<file path="src/rtl/fp_divsqrt_arb.sv">
// Two-requester round-robin sequencer in front of one shared iterative fp_div and fp_sqrt.
// Issues one operation at a time, waits for the matching done (or a watchdog abort), returns the result.
module fp_divsqrt_arb #(
  parameter int FP_WIDTH = 32,
  parameter int TIMEOUT  = 64
) (
  input  logic                  clk_i,
  input  logic                  reset_i,
  input  logic [1:0]            req_valid_i,
  output logic [1:0]            req_ready_o,
  input  logic [1:0]            req_op_i,
  input  logic [2*FP_WIDTH-1:0] req_a_i,
  input  logic [2*FP_WIDTH-1:0] req_b_i,
  input  logic [5:0]            req_rnd_i,
  output logic [1:0]            rsp_valid_o,
  input  logic [1:0]            rsp_ready_i,
  output logic [FP_WIDTH-1:0]   rsp_result_o,
  output logic [4:0]            rsp_flags_o,
  output logic                  rsp_timeout_o,
  output logic                  div_start_o,
  output logic                  sqrt_start_o,
  output logic [FP_WIDTH-1:0]   unit_a_o,
  output logic [FP_WIDTH-1:0]   unit_b_o,
  output logic [2:0]            unit_rnd_o,
  input  logic                  div_done_i,
  input  logic                  sqrt_done_i,
  input  logic [FP_WIDTH-1:0]   unit_result_i,
  input  logic [4:0]            unit_flags_i,
  output logic                  busy_o
);

  typedef enum logic [1:0] {
    S_IDLE,
    S_ISSUE,
    S_BUSY,
    S_RESP
  } state_e;

  localparam int                 CW           = $clog2(TIMEOUT);
  localparam logic [CW-1:0]      WD_LIMIT     = CW'(TIMEOUT - 1);
  localparam logic [FP_WIDTH-1:0] ABORT_RESULT = FP_WIDTH'(32'h7FC0_0000);
  localparam logic [4:0]         ABORT_FLAGS  = 5'b10000;

  state_e        state_q, state_d;
  logic          rr_ptr;
  logic          owner;
  logic          op_q;
  logic [CW-1:0] wd_cnt;

  logic grant;
  logic unit_done;
  logic accept, capture_done, capture_abort, release_rsp, wd_clear, wd_inc;

  // The pointed-to requester wins a tie; otherwise the only valid one is taken.
  assign grant     = req_valid_i[rr_ptr] ? rr_ptr : ~rr_ptr;
  assign unit_done = op_q ? sqrt_done_i : div_done_i;
  assign busy_o    = (state_q != S_IDLE);

  // NOTE: every combinational output gets a default before the case so no latch is inferred.
  always_comb begin
    state_d       = state_q;
    req_ready_o   = 2'b00;
    rsp_valid_o   = 2'b00;
    div_start_o   = 1'b0;
    sqrt_start_o  = 1'b0;
    accept        = 1'b0;
    capture_done  = 1'b0;
    capture_abort = 1'b0;
    release_rsp   = 1'b0;
    wd_clear      = 1'b0;
    wd_inc        = 1'b0;
    case (state_q)
      S_IDLE: begin
        if (|req_valid_i) begin
          req_ready_o = grant ? 2'b10 : 2'b01;
          accept      = 1'b1;
          state_d     = S_ISSUE;
        end
      end
      S_ISSUE: begin
        div_start_o  = ~op_q;
        sqrt_start_o = op_q;
        wd_clear     = 1'b1;
        state_d      = S_BUSY;
      end
      S_BUSY: begin
        // A done arriving on the limit cycle still counts as a normal completion.
        if (unit_done) begin
          capture_done = 1'b1;
          state_d      = S_RESP;
        end else if (wd_cnt == WD_LIMIT) begin
          capture_abort = 1'b1;
          state_d       = S_RESP;
        end else begin
          wd_inc = 1'b1;
        end
      end
      S_RESP: begin
        rsp_valid_o = owner ? 2'b10 : 2'b01;
        if (rsp_ready_i[owner]) begin
          release_rsp = 1'b1;
          state_d     = S_IDLE;
        end
      end
      default: state_d = S_IDLE;
    endcase
  end

  // NOTE: sequential state uses non-blocking assignments only, so every register samples pre-edge values.
  // NOTE: the operand and response registers are reset too, because they drive module outputs that must read 0.
  always_ff @(posedge clk_i or negedge reset_i) begin
    if (!reset_i) begin
      state_q       <= S_IDLE;
      rr_ptr        <= 1'b0;
      owner         <= 1'b0;
      op_q          <= 1'b0;
      wd_cnt        <= '0;
      unit_a_o      <= '0;
      unit_b_o      <= '0;
      unit_rnd_o    <= '0;
      rsp_result_o  <= '0;
      rsp_flags_o   <= '0;
      rsp_timeout_o <= 1'b0;
    end else begin
      state_q <= state_d;
      if (accept) begin
        owner      <= grant;
        op_q       <= req_op_i[grant];
        unit_a_o   <= grant ? req_a_i[2*FP_WIDTH-1:FP_WIDTH] : req_a_i[FP_WIDTH-1:0];
        unit_b_o   <= grant ? req_b_i[2*FP_WIDTH-1:FP_WIDTH] : req_b_i[FP_WIDTH-1:0];
        unit_rnd_o <= grant ? req_rnd_i[5:3] : req_rnd_i[2:0];
      end
      if (wd_clear) begin
        wd_cnt <= '0;
      end else if (wd_inc) begin
        wd_cnt <= wd_cnt + 1'b1;
      end
      if (capture_done) begin
        rsp_result_o  <= unit_result_i;
        rsp_flags_o   <= unit_flags_i;
        rsp_timeout_o <= 1'b0;
      end else if (capture_abort) begin
        rsp_result_o  <= ABORT_RESULT;
        rsp_flags_o   <= ABORT_FLAGS;
        rsp_timeout_o <= 1'b1;
      end
      if (release_rsp) begin
        rr_ptr <= ~owner;
      end
    end
  end

endmodule

</file>
<file path="config.mk">
export PLATFORM = sky130hd
export DESIGN_NAME = fp_divsqrt_arb
export DESIGN_NICKNAME = d
export VERILOG_FILES = /design/src/rtl/fp_divsqrt_arb.sv
export SDC_FILE = /design/constraint.sdc
export NUM_CORES = 1
export LEC_CHECK = 0
export BUFFER_PORTS_ARGS = -buffer_cell sky130_fd_sc_hd__buf_2
export CAP_MARGIN = 30
export CELL_PAD_IN_SITES_DETAIL_PLACEMENT = 1
export CELL_PAD_IN_SITES_GLOBAL_PLACEMENT = 1
export CORE_AREA = 2 2 123 125
export CTS_CLUSTER_DIAMETER = 30
export CTS_CLUSTER_SIZE = 25
export DETAILED_ROUTE_END_ITERATION = 8
export DIE_AREA = 0 0 125 127
export HOLD_SLACK_MARGIN = 0.08
export PLACE_DENSITY_LB_ADDON = 0.2
export SYNTH_ARGS = -nofsm -noshare
export SYNTH_HDL_FRONTEND = slang
export SYNTH_SLANG_ARGS = --single-unit
</file>
<file path="constraint.sdc">
create_clock -name clk_i -period 2.8 [get_ports clk_i]
set_clock_uncertainty 0.05 [all_clocks]
set_input_delay 0.42 -clock clk_i [delete_from_list [all_inputs] [get_ports clk_i]]
set_output_delay 0.42 -clock clk_i [all_outputs]
set_load 0.01 [all_outputs]
</file>
# After elaboration in Yosys (flattened, before gate mapping)
# Index checks and enable logic that the tools add are counted.
[op_classes]
add_sub_neg = 1
order_cmp = 3
eq_ne = 7
muxes = 44
bitwise = 3
n_reduce_logical = 6
[ops]
columns = ["operator", "count"]
rows = [
  ["2-to-1 mux 32 bit", 4],
  ["2-to-1 mux 1 bit", 25],
  ["2-to-1 mux 2 bit", 9],
  ["2-to-1 mux 6 bit", 2],
  ["2-to-1 mux 5 bit", 2],
  ["case mux 2 bit (4 select lines)", 1],
  ["adder 6 x 1 -> 6 bit (second input constant)", 1],
  ["equality test 6 bit (second input constant)", 1],
  ["< comparator 1 x 2 -> 1 bit (second input constant)", 3],
  ["nonzero test 2 bit", 3],
  ["equality test 2 bit (second input constant)", 2],
  ["inequality test 2 bit (second input constant)", 2],
  ["2-to-1 mux 3 bit", 1],
  ["inequality test 3 bit (second input constant)", 1],
  ["inverter 1 bit", 3],
  ["AND reduction 3 bit", 1],
  ["equality test 2 x 1 -> 1 bit (second input constant)", 1],
  ["logical NOT 2 bit", 1],
  ["OR reduction 2 bit", 1],
]
[totals]
register_bits = 116
output_inout_bits = 112

# Longest topological paths before layout
[logic_depth]
ltp_word = 6
mapped_depth = 8
ltp_nobuf = 6

# Least setup slack after synthesis
# No wires, ideal clock.
[synth_path]
kind = "reg-to-output"
start = "register state_q[0]"
end = "output port req_ready_o[1]"
t_arrival_ns = 1.231
setup_slack_ns = 1.099
path_stages_with_launch = 6
path_buffers = 1
path_cell_list = "dfrtp_1 inv_1 ha_1 nand2_1 a21oi_2 clkbuf_1"
[synth_via]
elab_chain_len = 2
[synth_lines]
columns = ["element", "line", "rtl"]
rows = [
  ["start: declaration", "44", "state_e state_q, state_d;"],
  ["start signal: assignment", "125", "state_q <= state_d;"],
  ["logical NOT 2 bit", "72", "case (state_q)"],
  ["2-to-1 mux 2 bit", "72", ""],
  ["end: declaration", "10", "output logic [1:0] req_ready_o,"],
]
# No other way between the ends.

# Final worst setup path
[layout_path]
start = "register state_q[0]"
end = "output port req_ready_o[0]"
# The elaborated chain is that of the path after synthesis.

==> run metrics <==
Port Buf Inserts 292; Post-synth EDFFs 0; Root Driver clkbuf_16; syn_nets 641; Mean Syn Cell Area 10.7 um^2; simple-gate share of the synthesized area 0.0852; synthesized area between 4000 and 5000 um^2; FF-to-FF End unit_a_o[7]; Final min period 2.52 ns; Final Hold Violating Endpoints 0; Layout area overhead 46.7%; area leader, netlist dfrtp_1; CTS tree yes; CTS Buf Count 17; top cells by area, synth dfrtp_1 (59%), a222oi_1 (14%), nand2_1 (6.2%), inv_1 (5.7%), o21ai_0 (4.1%); Max Slew Vio Count 0; total core area 14400 um^2; ys async rst share 1.00; FF+latch count, synth 116; Residual DRC 1; HP Class in2reg; post-synthesis adder-cell area fraction 0.0128; gr ovfl total 0; Sequential Area 2900 um^2; die width 125 um; Setup crit end req_ready_o[0]; endpoint type of the worst setup path output pin; sequential share of the synthesized area 0.594; type of origin of the critical path flip-flop; most frequent cells after synthesis dfrtp_1 (116), nand2_1 (81), inv_1 (74); RSZ-0062 raised after global routing false; DR vias 4954; fin nets 930; worst r2r src state_q[0]; Worst Tran Pin Value around 0.8 ns; post-placement cell count 908; Avg WL per Cell 19.6 um; Layout fillers 1693; dpl hpwl 13200 um; Netlist cell types 34; failing checks design-rule violations; post-synthesis compound-gate area fraction 0.199; Period Utilization, post-route 0.900; Clock transition at path regs 0.06 ns; Post-synth top flop dfrtp_1; outcome complete, but fails checks; Clock Path Buffers 2; post-synthesis mux area share 0.0131; Setup WS pre-CTS roughly 0.70 ns; top cell type's share of synthesized area 0.594; Final WS setup 0.280 ns; clock sink total 116; Detailed Route WL ~18000 um; Static Leak 4.03 nW; PD cells roughly 1200 nW/um^2; Vias per Instance 5.25; crit path from state_q[0]; initial antenna violation count 2; arrival time at the worst endpoint 2.05 ns; # setup viols final 0; Ys Warns 0; post-synthesis xor/xnor area fraction 0.00358; Crit Path Category reg2out; Worst Path Max Fanout 38; first-pass GRT wire length 28500 um; relative slew slack 0.452; Multi-input gate area ~1600 um^2; Worst R2R Path Depth 6; total I/O pin count 293; worst-skew pair later-pin latency just over 0.4 ns; Worst R2R Setup Slack about 0.8 ns; largest family of logic cells by synthesized area compound AO/OA/AOI/OAI gates; Max Cap Violations 0; vias in the first global route 5259; Overall Global Routing Usage 0.230; Die Span Y 127 um; number of core rows 44; Hold Slack 0.155 ns; GP Congestion around 0.8; largest net degree at the start of global routing 70; Pre-antenna DRT Iters 9; most instantiated library cell after synthesis dfrtp_1; # H-tree levels 4; VDD IR max 0.442 mV; Req. time, crit path 2.33 ns; die area approximately 16000 um^2; total power 8.45 mW; initial core utilization 0.339; Fmax achieved roughly 0.4 GHz; Synth Instances between 400 and 500; Fin Setup TNS 0 ns; layout cells sized above 1 0.453; antenna-violating nets left 0; Detailed Route Iter0 Violations 502; Non-Filler Instances 943
## kinds of logic after synthesis
logic type               Yosys count
AO/OA/AOI/OAI                    119
adder cells (fa/ha/maj)            5
AND/OR/NAND/NOR                  101
multiplexers                       5
XOR/XNOR                           2
buffers and inverters            107
flip-flops                       116
## cell usage in the layout (no fill, tap or decap), types with 3 or more instances in the layout
| master | netlist | routed |
|---|---|---|
| a21oi_1 | 4 | 3 |
| a222oi_1 | 68 | 68 |
| buf_2 | 12 | 291 |
| buf_4 | 3 | 10 |
| bufinv_16 | 0 | 4 |
| clkbuf_16 | 0 | 17 |
| clkbuf_8 | 0 | 3 |
| clkinv_2 | 0 | 7 |
| dfrtp_1 | 116 | 116 |
| ha_1 | 5 | 5 |
| inv_1 | 74 | 74 |
| mux2i_1 | 3 | 3 |
| nand2_1 | 81 | 81 |
| nor2_1 | 7 | 6 |
| o21ai_0 | 40 | 40 |
## worst max-delay path: stages (launching register included)
cell and delay, ns:
dfrtp_1 0.40, inv_1 0.11, ha_1 0.29, nand2_1 0.13
a21oi_4 0.13, buf_4 0.37, buf_2 0.21
## registers in the layout, summed over array words and instances (netlist names)
register       flops
wd_cnt             6
rr_ptr             1
rsp_result_o      32
unit_a_o          32
unit_rnd_o         3
unit_b_o          32
owner              1
rsp_flags_o        5
op_q               1
state_q            2
rsp_timeout_o      1
## worst min-delay path by stage
stage,startpoint,to,cells past startpoint
after detailed placement,reset_i,rsp_result_o[19],1
after global placement,reset_i,rsp_result_o[16],1
after global routing,unit_result_i[28],rsp_result_o[28],3
after CTS,unit_result_i[26],rsp_result_o[26],3
after floorplan,reset_i,op_q,0
final,unit_result_i[26],rsp_result_o[26],3
## per-stage QoR
| step | area (um^2) | util |
|---|---|---|
| floorplan | 4890 | - |
| global placement | 6530 | 0.453 |
| detailed placement | 6530 | 0.453 |
| CTS | 7170 | 0.497 |
| global route | 7170 | 0.497 |
| finish | 7170 | 0.497 |
## cell type report
| type | instances | area share |
|---|---|---|
| Clock inverter | 11 | 0.0216 |
| Multi-Input combinational cell | 232 | 0.219 |
| Antenna cell | 2 | 0.000698 |
| Inverter | 74 | 0.0387 |
| Clock buffer | 21 | 0.0656 |
| Sequential cell | 116 | 0.405 |
| Timing Repair Buffer | 303 | 0.218 |
| Tap cell | 184 | 0.0321 |
## power by group
part           switching, mW  internal (mW)  total [mW]
sequential             0.473           2.45        2.93
combinational           1.88           1.34        3.21
clock                  0.763           1.55        2.31
## what timing repair did
item | 4_1_cts | 5_1_grt
hold buffers | 1 | 0
setup buffers | 0 | 0
hold endpoints to repair | 15 | 0
resized for setup | 0 | 0
## metal layers
layer | share of wire | GRT usage | vias to the layer above
met5 | 0.00054 | 0 | -
met3 | 0.072 | 0.0649 | 34
met2 | 0.50 | 0.393 | 248
met1 | 0.40 | 0.271 | 2461
li1 | - | - | 2209
met4 | 0.027 | 0.108 | 2
No activity file was read; power rests on OpenSTA's default activity.
